$ cat src/rtl/fetch_queue.sv
// Fetch-to-decode instruction queue: circular FIFO of {pc, instruction} pairs with flush and misalignment flag.
// Optional same-cycle bypass on an empty queue is enabled by defining FETCHQ_BYPASS_EN.
module fetch_queue #(
    parameter int DEPTH = 4,
    parameter int CW    = $clog2(DEPTH) + 1
) (
    input  logic          clk,
    input  logic          reset,
    input  logic          push_valid,
    output logic          push_ready,
    input  logic [31:0]   push_pc,
    input  logic [31:0]   push_ins,
    output logic          pop_valid,
    input  logic          pop_ready,
    output logic [31:0]   pop_pc,
    output logic [31:0]   pop_ins,
    input  logic          flush,
    output logic [CW-1:0] count,
    output logic          align_err
);

    localparam int            AW         = $clog2(DEPTH);
    localparam logic [CW-1:0] CNT_ZERO_C = CW'(1'b0);
    localparam logic [CW-1:0] CNT_ONE_C  = CW'(1'b1);
    localparam logic [CW-1:0] CNT_FULL_C = CW'(DEPTH);
    localparam logic [AW-1:0] PTR_ZERO_C = AW'(1'b0);
    localparam logic [AW-1:0] PTR_ONE_C  = AW'(1'b1);

    logic [31:0]   mem_pc_r  [DEPTH];
    logic [31:0]   mem_ins_r [DEPTH];
    logic [AW-1:0] wr_ptr_r;
    logic [AW-1:0] rd_ptr_r;
    logic [CW-1:0] count_r;
    logic          align_err_r;
    logic          push_ready_r;
    logic          pop_valid_r;
    logic [31:0]   pop_pc_r;
    logic [31:0]   pop_ins_r;

    logic          bypass_s;
    logic          push_fire_s;
    logic          pop_fire_s;
    logic          bypass_take_s;
    logic          store_s;
    logic          rd_adv_s;
    logic          misaligned_s;
    logic [AW-1:0] wr_ptr_nx_s;
    logic [AW-1:0] rd_ptr_nx_s;
    logic [CW-1:0] count_nx_s;
    logic [31:0]   head_pc_nx_s;
    logic [31:0]   head_ins_nx_s;

`ifdef FETCHQ_BYPASS_EN
    assign bypass_s   = (count_r == CNT_ZERO_C) && push_valid && !flush;
    assign pop_valid  = pop_valid_r | bypass_s;
    assign pop_pc     = bypass_s ? push_pc  : pop_pc_r;
    assign pop_ins    = bypass_s ? push_ins : pop_ins_r;
`else
    assign bypass_s   = 1'b0;
    assign pop_valid  = pop_valid_r;
    assign pop_pc     = pop_pc_r;
    assign pop_ins    = pop_ins_r;
`endif
    assign push_ready = push_ready_r;
    assign count      = count_r;
    assign align_err  = align_err_r;

    // A flushed cycle ignores both handshakes; a bypass-consumed entry never touches storage.
    assign push_fire_s   = push_valid && push_ready_r && !flush;
    assign pop_fire_s    = pop_valid && pop_ready && !flush;
    assign bypass_take_s = bypass_s && pop_ready;
    assign store_s       = push_fire_s && !bypass_take_s;
    assign rd_adv_s      = pop_fire_s && !bypass_take_s;
    assign misaligned_s  = (push_pc[1:0] != 2'b00);

    // Next pointer and occupancy state.
    always_comb begin
        wr_ptr_nx_s = wr_ptr_r;
        rd_ptr_nx_s = rd_ptr_r;
        count_nx_s  = count_r;
        if (flush) begin
            wr_ptr_nx_s = PTR_ZERO_C;
            rd_ptr_nx_s = PTR_ZERO_C;
            count_nx_s  = CNT_ZERO_C;
        end else begin
            if (store_s) begin
                wr_ptr_nx_s = wr_ptr_r + PTR_ONE_C;
            end else begin
                wr_ptr_nx_s = wr_ptr_r;
            end
            if (rd_adv_s) begin
                rd_ptr_nx_s = rd_ptr_r + PTR_ONE_C;
            end else begin
                rd_ptr_nx_s = rd_ptr_r;
            end
            case ({store_s, rd_adv_s})
                2'b10:   count_nx_s = count_r + CNT_ONE_C;
                2'b01:   count_nx_s = count_r - CNT_ONE_C;
                default: count_nx_s = count_r;
            endcase
        end
    end

    // Next head entry, forwarding this cycle's write when it lands at the new read slot.
    always_comb begin
        head_pc_nx_s  = 32'h0000_0000;
        head_ins_nx_s = 32'h0000_0000;
        if (count_nx_s == CNT_ZERO_C) begin
            head_pc_nx_s  = 32'h0000_0000;
            head_ins_nx_s = 32'h0000_0000;
        end else if (store_s && (wr_ptr_r == rd_ptr_nx_s)) begin
            head_pc_nx_s  = push_pc;
            head_ins_nx_s = push_ins;
        end else begin
            head_pc_nx_s  = mem_pc_r[rd_ptr_nx_s];
            head_ins_nx_s = mem_ins_r[rd_ptr_nx_s];
        end
    end

    // Entry storage; deliberately not reset.
    always_ff @(posedge clk) begin
        if (store_s) begin
            mem_pc_r[wr_ptr_r]  <= push_pc;
            mem_ins_r[wr_ptr_r] <= push_ins;
        end
    end

    // Control state and registered handshake/head outputs.
    always_ff @(posedge clk or negedge reset) begin
        if (!reset) begin
            wr_ptr_r     <= PTR_ZERO_C;
            rd_ptr_r     <= PTR_ZERO_C;
            count_r      <= CNT_ZERO_C;
            align_err_r  <= 1'b0;
            push_ready_r <= 1'b1;
            pop_valid_r  <= 1'b0;
            pop_pc_r     <= 32'h0000_0000;
            pop_ins_r    <= 32'h0000_0000;
        end else begin
            wr_ptr_r     <= wr_ptr_nx_s;
            rd_ptr_r     <= rd_ptr_nx_s;
            count_r      <= count_nx_s;
            push_ready_r <= (count_nx_s != CNT_FULL_C);
            pop_valid_r  <= (count_nx_s != CNT_ZERO_C);
            pop_pc_r     <= head_pc_nx_s;
            pop_ins_r    <= head_ins_nx_s;
            if (push_fire_s && misaligned_s) begin
                align_err_r <= 1'b1;
            end
        end
    end

endmodule
$ cat config.mk
export PLATFORM = sky130hd
export DESIGN_NAME = fetch_queue
export DESIGN_NICKNAME = d
export VERILOG_FILES = /design/src/rtl/fetch_queue.sv
export SDC_FILE = /design/constraint.sdc
export NUM_CORES = 1
export LEC_CHECK = 0
export ABC_AREA = 1
export BUFFER_PORTS_ARGS = -buffer_cell sky130_fd_sc_hd__buf_2
export CAP_MARGIN = 30
export CORE_MARGIN = 5
export CORE_UTILIZATION = 27
export DETAILED_ROUTE_END_ITERATION = 8
export SETUP_SLACK_MARGIN = 0.2
export SYNTH_ARGS = -nofsm -noshare
export SYNTH_HDL_FRONTEND = slang
export SYNTH_SLANG_ARGS = --single-unit
$ cat constraint.sdc
create_clock -name clk -period 4.8 [get_ports clk]
set_input_delay 0.96 -clock clk [delete_from_list [all_inputs] [get_ports clk]]
set_output_delay 0.96 -clock clk [all_outputs]
set_load 0.03 [all_outputs]
# Word level (Yosys, flattened, before mapping)
# Memory sizes are Yosys's and may differ from the RTL's.
# Index checks and enable logic that the tools add are counted.
# Widths: inputs -> output; s select.
[totals]
regBits = 74
mem_bits_rw = 256
elab_cells = 41
mem_count = 2
[memory_table]
columns = ["name", "words", "width", "read_ports", "rd_ports_with_merged_regs", "write_ports", "line_no", "text"]
rows = [
  ["mem_ins_r", 4, 32, 1, 0, 1, "30", "logic [31:0] mem_ins_r [DEPTH];"],
  ["mem_pc_r", 4, 32, 1, 0, 1, "29", "logic [31:0] mem_pc_r [DEPTH];"],
]
[classes]
addsub = 4
n_eq_ne = 4
mux = 12
reduce_logical = 11
[op_table]
columns = ["cell", "n"]
rows = [
  ["$mux 32", 4],
  ["$mux 2", 4],
  ["$logic_and 1x1->1", 6],
  ["$pmux 3 s2", 1],
  ["$add 2x1->2 const B", 2],
  ["$reduce_bool 2->1", 2],
  ["$add 3x1->3 const B", 1],
  ["$logic_not 3->1", 1],
  ["$mux 3", 1],
  ["$ne 3x3->1 const B", 1],
  ["$reduce_bool 3->1", 1],
  ["$sub 3x1->3 const B", 1],
  ["$eq 2x1->1 const B", 1],
  ["$eq 2x2->1", 1],
  ["$eq 2x2->1 const B", 1],
  ["$mux 1", 2],
  ["$logic_not 1->1", 1],
]

# Depth between registers and ports, before layout
# Gate-level depths: netlist of the first run.
[depth]
depth_word = 8
mapped_depth = 14
ltp_nobuf = 12

# Worst setup path before layout of the first run
# No wires, ideal clock.
[synth_timing]
path_type = "input-to-reg"
startpoint = "input port flush"
endpoint = "memory mem_ins_r[0][0] (enable)"
arrival_ns = 4.097
t_required_ns = 4.314
slack_ns = 0.217
stages = 3
path_buffers = 0
path_cell_list = "nor3_2 inv_1 nor2_1"
[synth_via]
elab_chain_cells = 4
[synth_lines]
columns = ["item", "line_no", "text"]
rows = [
  ["start, declared", "17", "input logic flush,"],
  ["$logic_not 1->1", "69", "assign push_fire_s = push_valid && push_ready_r && !flush;"],
  ["$logic_and 1x1->1", "69", ""],
  ["$mux 1", "122", "if (store_s) begin"],
  ["$mux 1 (not written as such)", "124", "mem_ins_r[wr_ptr_r] <= push_ins;"],
  ["end, declared", "30", ""],
]
# Every way passes these cells.

# Worst setup path in the final report of the first run
[layout_timing]
startpoint = "register push_ready_r (netlist: push_ready)"
endpoint = "register pop_pc_r[23] (netlist: pop_pc[23])"
[layout_via]
elab_chain_cells = 7
word_cells_on_any_way = 10
[layout_lines]
columns = ["item", "line_no", "text"]
rows = [
  ["start, declared", "35", "logic push_ready_r;"],
  ["start signal, assigned", "143", "push_ready_r <= (count_nx_s != CNT_FULL_C);"],
  ["$logic_and 1x1->1 (*) (2 in a row)", "69", ""],
  ["$eq 2x1->1 / $eq 2x2->1 (equally long branches)", "96", "case ({store_s, rd_adv_s})"],
  ["$pmux 3 s2", "96", ""],
  ["$mux 3", "81", "if (flush) begin"],
  ["$logic_not 3->1", "108", "if (count_nx_s == CNT_ZERO_C) begin"],
  ["$mux 32 (*)", "108", ""],
  ["net head_pc_nx_s[23]", "50", "logic [31:0] head_pc_nx_s;"],
  ["end signal, assigned", "145", "pop_pc_r <= head_pc_nx_s;"],
  ["end, declared", "37", "logic [31:0] pop_pc_r;"],
]
# Mark *: on every way through the listed nets, which the timed path passes. The rest lies on a longest branch.
# A chain may end at the register's enable or synchronous reset.

==> impl_metrics.py, run 1 <==
metrics = {
    "worst_setup_path": {
        "arrival_ns": 3.96,
        "start_kind": "flop",
        "worstPathRequired_ns": 5.28,
        "worstSetupEndpointType": "flop",
        "crit_type": "flop to flop",
        "crit_path_max_fanout": 65,
    },
    "clocking": {
        "cts_setup_buffers": 0,
        "htree_levels": 2,
        "clk_latency_ns": 0.55,
        "cts-buffers-inserted": 38,
        "cts_hold_buf": 0,
        "cts_resized": 0,
        "cts.sinks": 330,
        "root_buffer": "clkbuf_16",
        "cts_buffer_depth": 3,
        "cts_tree": "built",
        "clk_pin_slew_ns": 0.06,
    },
    "route": {
        "via_per_inst": 4.49,
        "drt-pass1-iter-count": 5,
        "drtAntennaViolNets": 0,
        "wl_mm": 40.1,
        "drt_iter0_markers": 553,
        "drc": 0,
        "vias": 10600,
        "wire_per_inst_um": 17.0,
    },
    "finish": {
        "multi_input_area_um2": 3620,
        "final_core_util_pct": 31.8,
        "area_growth_pct": 17.3,
        "drive_gt1_share_pct": 14.0,
        "num-nets-final": 1697,
        "fillers": 5596,
        "seqCellArea_um2": 9540,
    },
    "logic_synthesis": {
        "syn_nets": 1598,
        "ys_warn_count": 0,
        "synth_largest_area_cell": "edfxtp_1",
        "avgSynthCellArea_um2": 9.77,
        "synth_cells": 1523,
        "synth_cell_type_count": 25,
        "synthTopCellsByArea": "edfxtp_1, dfrtp_1, inv_1, nand2_1, nand3_1",
        "yosysSeqAreaShare_pct": 64.1,
        "synth_top_cell_area_share_pct": 51.7,
        "ys_ff_latch": 330,
        "netlist_area_um2": 14900,
    },
    "placement": {
        "dp_hpwl_mm": 21.4,
        "gp_congestion": 0.729,
        "port_buffers": 138,
    },
    "pwr": {
        "ir_worst_vdd_uv": 244,
        "seqPwrFrac_pct": 44.6,
        "power.density_nw_per_um2": 430,
        "p_leak_nw": 8.07,
        "power.internal_mw": 5.28,
        "power.share.clock_pct": 37.8,
        "power_switching_mw": 2.22,
        "power_mw": 7.51,
        "p_comb_share_pct": 17.7,
        "switching_share_pct": 29.6,
    },
    "global_routing": {
        "overflow": 0,
        "track_usage_pct": 13.3,
        "grt_max_degree": 75,
        "grt_pass1_wl_mm": 62.1,
        "first_global_vias": 10600,
        "antenna_found_initial": 5,
    },
    "sta": {
        "period_share_pct": 72.6,
        "finalHoldViolations": 0,
        "slew-limit-headroom_pct": 36.3,
        "setup_viol": 0,
        "fmax_mhz": 287,
        "skew_ns": 0.0153,
        "rsz0062_at_grt": "false",
        "tns_ns": 0,
        "maxSlewViolCount": 0,
        "period_minus_slack_ns": 3.48,
        "worst_pin_slew_ns": 0.956,
    },
    "worst_hold_path": {
        "hp-class": "input pin to asynchronous set/reset pin",
    },
    "floorplan": {
        "die_x_um": 245,
        "dieArea_um2": 59900,
        "io_pins": 139,
        "core-area_um2": 54900,
        "start_util_pct": 27.1,
        "die_h_um": 245,
        "num_rows": 86,
    },
    "flow_run": {
        "drv_cap": 0,
    },
    "status": {
        "status": "completed",
    },
}
per-stage QoR:
| stage | hold slack [ns] | cell area (um2) | std cells | worst slack [ns] |
|---|---|---|---|---|
| after global routing | 0.368 | 17400 | 2357 | 0.927 |
| after CTS | 0.346 | 17400 | 2356 | 1.25 |
| after global placement | 0.466 | 16200 | 2286 | 0.872 |
| after detailed placement | 0.467 | 16200 | 2286 | 0.734 |
| after floorplan | 0.621 | 14900 | 1523 | 0.217 |
| final | 0.356 | 17400 | 2357 | 1.32 |
cell usage after synthesis, drive strengths merged:
| cell type | count |
|---|---|
| inv | 340 |
| nand2 | 272 |
| edfxtp | 256 |
| nand3 | 199 |
| nor2 | 140 |
| nand4 | 132 |
| buf | 85 |
| dfrtp | 73 |
| clkbuf | 11 |
| ha | 5 |
| o21ai | 5 |
| a21o | 1 |
| dfstp | 1 |
| fa | 1 |
| nor3 | 1 |
| o21bai | 1 |
final timing paths:
kind	startpoint	to	slack, ns	cells after the start
setup / recovery	push_ready	pop_pc[23]	1.32	11
hold / removal	reset	pop_ins[30]	0.36	1
setup reg to reg	push_ready	pop_pc[23]	1.32	11
hold reg to reg	align_err	align_err	0.47	1
max in group asynchronous	reset	pop_ins[2]	3.29	2
min in group clk	align_err	align_err	0.47	1
cells by family (layout without fill, tap and decap cells):
family                     after synthesis  in the layout  synth area share [%]
buffers and inverters                  436            565                  12.0
adders and majority gates                6              6                 0.555
DFF                                    330            330                  64.1
AOI/OAI and AO/OA                        7              7                 0.269
other                                    0              1                     0
and+or+nand+nor                        744            744                  23.0
state kept, by name, summed over array words and instances, names as in the netlist:
name	count
rd_ptr_r	2
pop_ins	32
mem_pc_r	128
mem_ins_r	128
wr_ptr_r	2
pop_valid	1
pop_pc	32
count	3
push_ready	1
align_err	1
worst max-delay path: stages (launching register included):
cell	delay, ns
dfstp_2	0.53
inv_1	0.05
nor3_2	0.34
inv_1	0.29
ha_1	0.32
fa_1	0.49
o21ai_0	0.11
o21ai_1	0.18
inv_1	0.10
nand2_4	0.69
nand2_1	0.15
nor2_1	0.13
final cells by class:
type | instances | share of cell area [%]
repair buffers | 155 | 5.14
multi-input cells | 757 | 20.8
well taps | 704 | 5.05
inverters | 340 | 7.34
clock buffers | 49 | 5.80
flip-flops and latches | 330 | 54.7
clock inverters | 21 | 1.21
diodes | 1 | 0.0143
metal layers:
metal  track usage (%)  wire length (um)
met4              3.66               747
met2              23.3             19900
met5                 0                54
met1              16.4             17200
met3              3.18              2170
cell usage in the layout, fill, tap and decap left out, types with 6 or more instances in the layout:
cell	instances
buf_2	137
buf_12	6
buf_4	12
nor2_1	134
inv_1	337
clkbuf_1	9
nand4_1	132
clkbuf_16	38
nand3_1	195
clkinv_2	7
dfrtp_1	73
edfxtp_1	256
nand2_1	269
power groups by stage:
stage | clock network, mW | registers, mW | logic, mW
final | 2.84 | 3.34 | 1.33
after floorplan | 0 | 3.64 | 0.654
after global routing | 3.05 | 3.36 | 1.47
after detailed placement | 0 | 3.41 | 1.35
after CTS | 2.92 | 3.35 | 1.35
after global placement | 0 | 3.41 | 1.32
No activity file was read; power rests on OpenSTA's default activity.
==> run 2: changes to the inputs <==
Clock period 4.8 ns to 2.9 ns, I/O delays scaled along.
==> run 2 against run 1 <==
Combinational power is 83% higher. Final cell count is 1.1% higher. Via count is 1.3% higher. Sequential power is 66% higher. Final area is 3.1% higher. Clock power is 87% higher. Maximum frequency is 38% higher. Sequential cell count stayed put. Total power is 77% higher. Register-to-register slack worse by 0.94 ns.
==> impl_metrics.py, run 2 (synthesis gave the netlist of run 1 again) <==
metrics = {
    "worst_setup_path": {
        "start_kind": "flop",
        "slowest_stage": "dfstp_2",
        "cp.depth": 13,
        "crit_path_max_incr_delay_ns": 0.54,
        "cp_common_cell": "nor2_1",
        "worstPathRequired_ns": 3.36,
        "rr_worst_depth": 13,
        "arrival_ns": 2.99,
        "crit_path_max_fanout": 8,
        "worstSetupEndpointType": "flop",
        "crit_type": "flop to flop",
        "critPathTopFamily": "simple AND/OR/NAND/NOR gates",
        "cp_num_buf_inv": 3,
        "worstPathCellList": "inv_1 > nor3_2 > inv_1 > ha_1 > fa_1 > nor2_1 > nor2_1 > nand3_1 > nand3_2 > nand2_8 > clkbuf_16 > nand2_1 > nor2_1",
    },
    "global_routing": {
        "track_usage_pct": 13.2,
        "grt_pass1_wl_mm": 61.1,
        "antenna_found_initial": 7,
        "grt_max_degree": 130,
        "overflow": 0,
        "first_global_vias": 10400,
    },
    "route": {
        "drtAntennaViolNets": 0,
        "wl_mm": 41.5,
        "drc": 0,
        "vias": 10700,
        "drt_iter0_markers": 679,
        "via_per_inst": 4.50,
        "drt-pass1-iter-count": 4,
        "wire_per_inst_um": 17.4,
    },
    "floorplan": {
        "die_h_um": 245,
        "dieArea_um2": 59900,
        "core-area_um2": 54900,
        "num_rows": 86,
        "io_pins": 139,
        "die_x_um": 245,
        "start_util_pct": 27.1,
    },
    "clocking": {
        "cts_setup_buffers": 0,
        "cts_buffer_depth": 3,
        "root_buffer": "clkbuf_16",
        "htree_levels": 2,
        "clk_pin_slew_ns": 0.06,
        "cts-buffers-inserted": 39,
        "cts.sinks": 330,
        "cts_tree": "built",
        "clk_latency_ns": 0.54,
    },
    "pwr": {
        "seqPwrFrac_pct": 41.7,
        "power.density_nw_per_um2": 738,
        "power.share.clock_pct": 40.0,
        "power_switching_mw": 3.78,
        "switching_share_pct": 28.5,
        "p_leak_nw": 8.35,
        "power.internal_mw": 9.49,
        "p_comb_share_pct": 18.3,
        "ir_worst_vdd_uv": 329,
    },
    "finish": {
        "layout_common_cells": "inv_1, nand2_1, edfxtp_1, nand3_1, buf_2",
        "reg.largest.list": "mem_ins_r: 128 flops, mem_pc_r: 128 flops",
        "area_growth_pct": 20.9,
        "seqCellArea_um2": 9540,
        "drive_gt1_share_pct": 15.4,
        "fin_area_um2": 18000,
        "multi_input_area_um2": 3630,
        "layout_commonest_cell": "inv_1",
        "fillers": 5528,
        "num-nets-final": 1722,
    },
    "sta": {
        "setup_ws_ns": 0.374,
        "worst_pin_slew_ns": 0.655,
        "fmax_mhz": 396,
        "slew-limit-headroom_pct": 56.3,
        "setup_viol": 0,
        "skew_ns": 0.0170,
        "finalHoldViolations": 0,
        "period_minus_slack_ns": 2.53,
        "period_share_pct": 87.1,
        "rsz0062_at_grt": "false",
        "maxSlewViolCount": 0,
    },
    "placement": {
        "gp_congestion": 0.731,
        "place_area_um2": 16400,
        "port_buffers": 138,
        "dp_hpwl_mm": 23.1,
        "place_ws_ns": 0.152,
    },
    "flow_run": {
        "drv_cap": 0,
    },
    "worst_hold_path": {
        "min_path_cells": 1,
        "hp-class": "input pin to flop",
    },
    "status": {
        "status": "completed",
    },
}
run 2: changes by cell type in the layout (fill, tap and decap cells not counted), moves of 2 or more:
| cell | change |
|---|---|
| buf_12 | +5 |
| buf_4 | +12 |
| bufinv_16 | +5 |
| clkbuf_16 | +7 |
| clkinv_1 | -3 |
| clkinv_2 | -3 |
| clkinvlp_4 | -3 |
| diode_2 | +2 |
| inv_2 | +2 |
run 2: routing by layer:
layer | wire (um) | global-route usage [%]
met1 | 18700 | 17.3
met3 | 2320 | 2.94
met2 | 19400 | 21.7
met4 | 1060 | 4.49
met5 | 40 | 0
run 2: stage by stage:
stage          hold WS [ns]  instances  TNS, ns  total power [mW]  util [%]
2_1_floorplan         0.284       1523   -92.15              7.11         -
4_1_cts               0.222       2376        0              13.3      32.5
5_1_grt               0.239       2381        0              13.9      32.7
3_5_place_dp          0.460       2304        0              7.94      29.9
3_3_place_gp          0.525       2303        0              7.89      29.9
6_report              0.258       2384        0              13.3      32.8
run 2: worst paths after layout:
kind	to	slack, ns	startpoint
worst max register to register	pop_pc[7]	0.37	push_ready
worst min register to register	align_err	0.54	align_err
max in group asynchronous	push_ready	1.82	reset
worst max-delay path	pop_pc[7]	0.37	push_ready
min in group asynchronous	pop_pc[7]	0.46	reset
worst min-delay path	mem_pc_r[3][28]	0.26	push_pc[28]
run 2: layout make-up:
| cell class | count | share of cell area, % |
|---|---|---|
| flip-flops and latches | 330 | 53.1 |
| multi-input cells | 757 | 20.2 |
| inverters | 340 | 7.11 |
| repair buffers | 179 | 6.87 |
| clock buffers | 53 | 6.07 |
| well taps | 704 | 4.90 |
| clock inverters | 18 | 1.74 |
| diodes | 3 | 0.0418 |
run 2: power groups by stage:
stage	Clock (mW)	Sequential (mW)	Combinational, mW
after detailed placement	0	5.63	2.32
final	5.31	5.53	2.43
after global routing	5.63	5.56	2.66
after global placement	0	5.63	2.26
after CTS	5.46	5.54	2.32
after floorplan	0	6.03	1.09
run 2: what timing repair did:
action / 4_1_cts / 5_1_grt
endpoints found under the setup margin: 0 / 33
endpoints found under the hold margin: 8 / 0
hold buffers: 1 / 0
resized for setup: 0 / 4
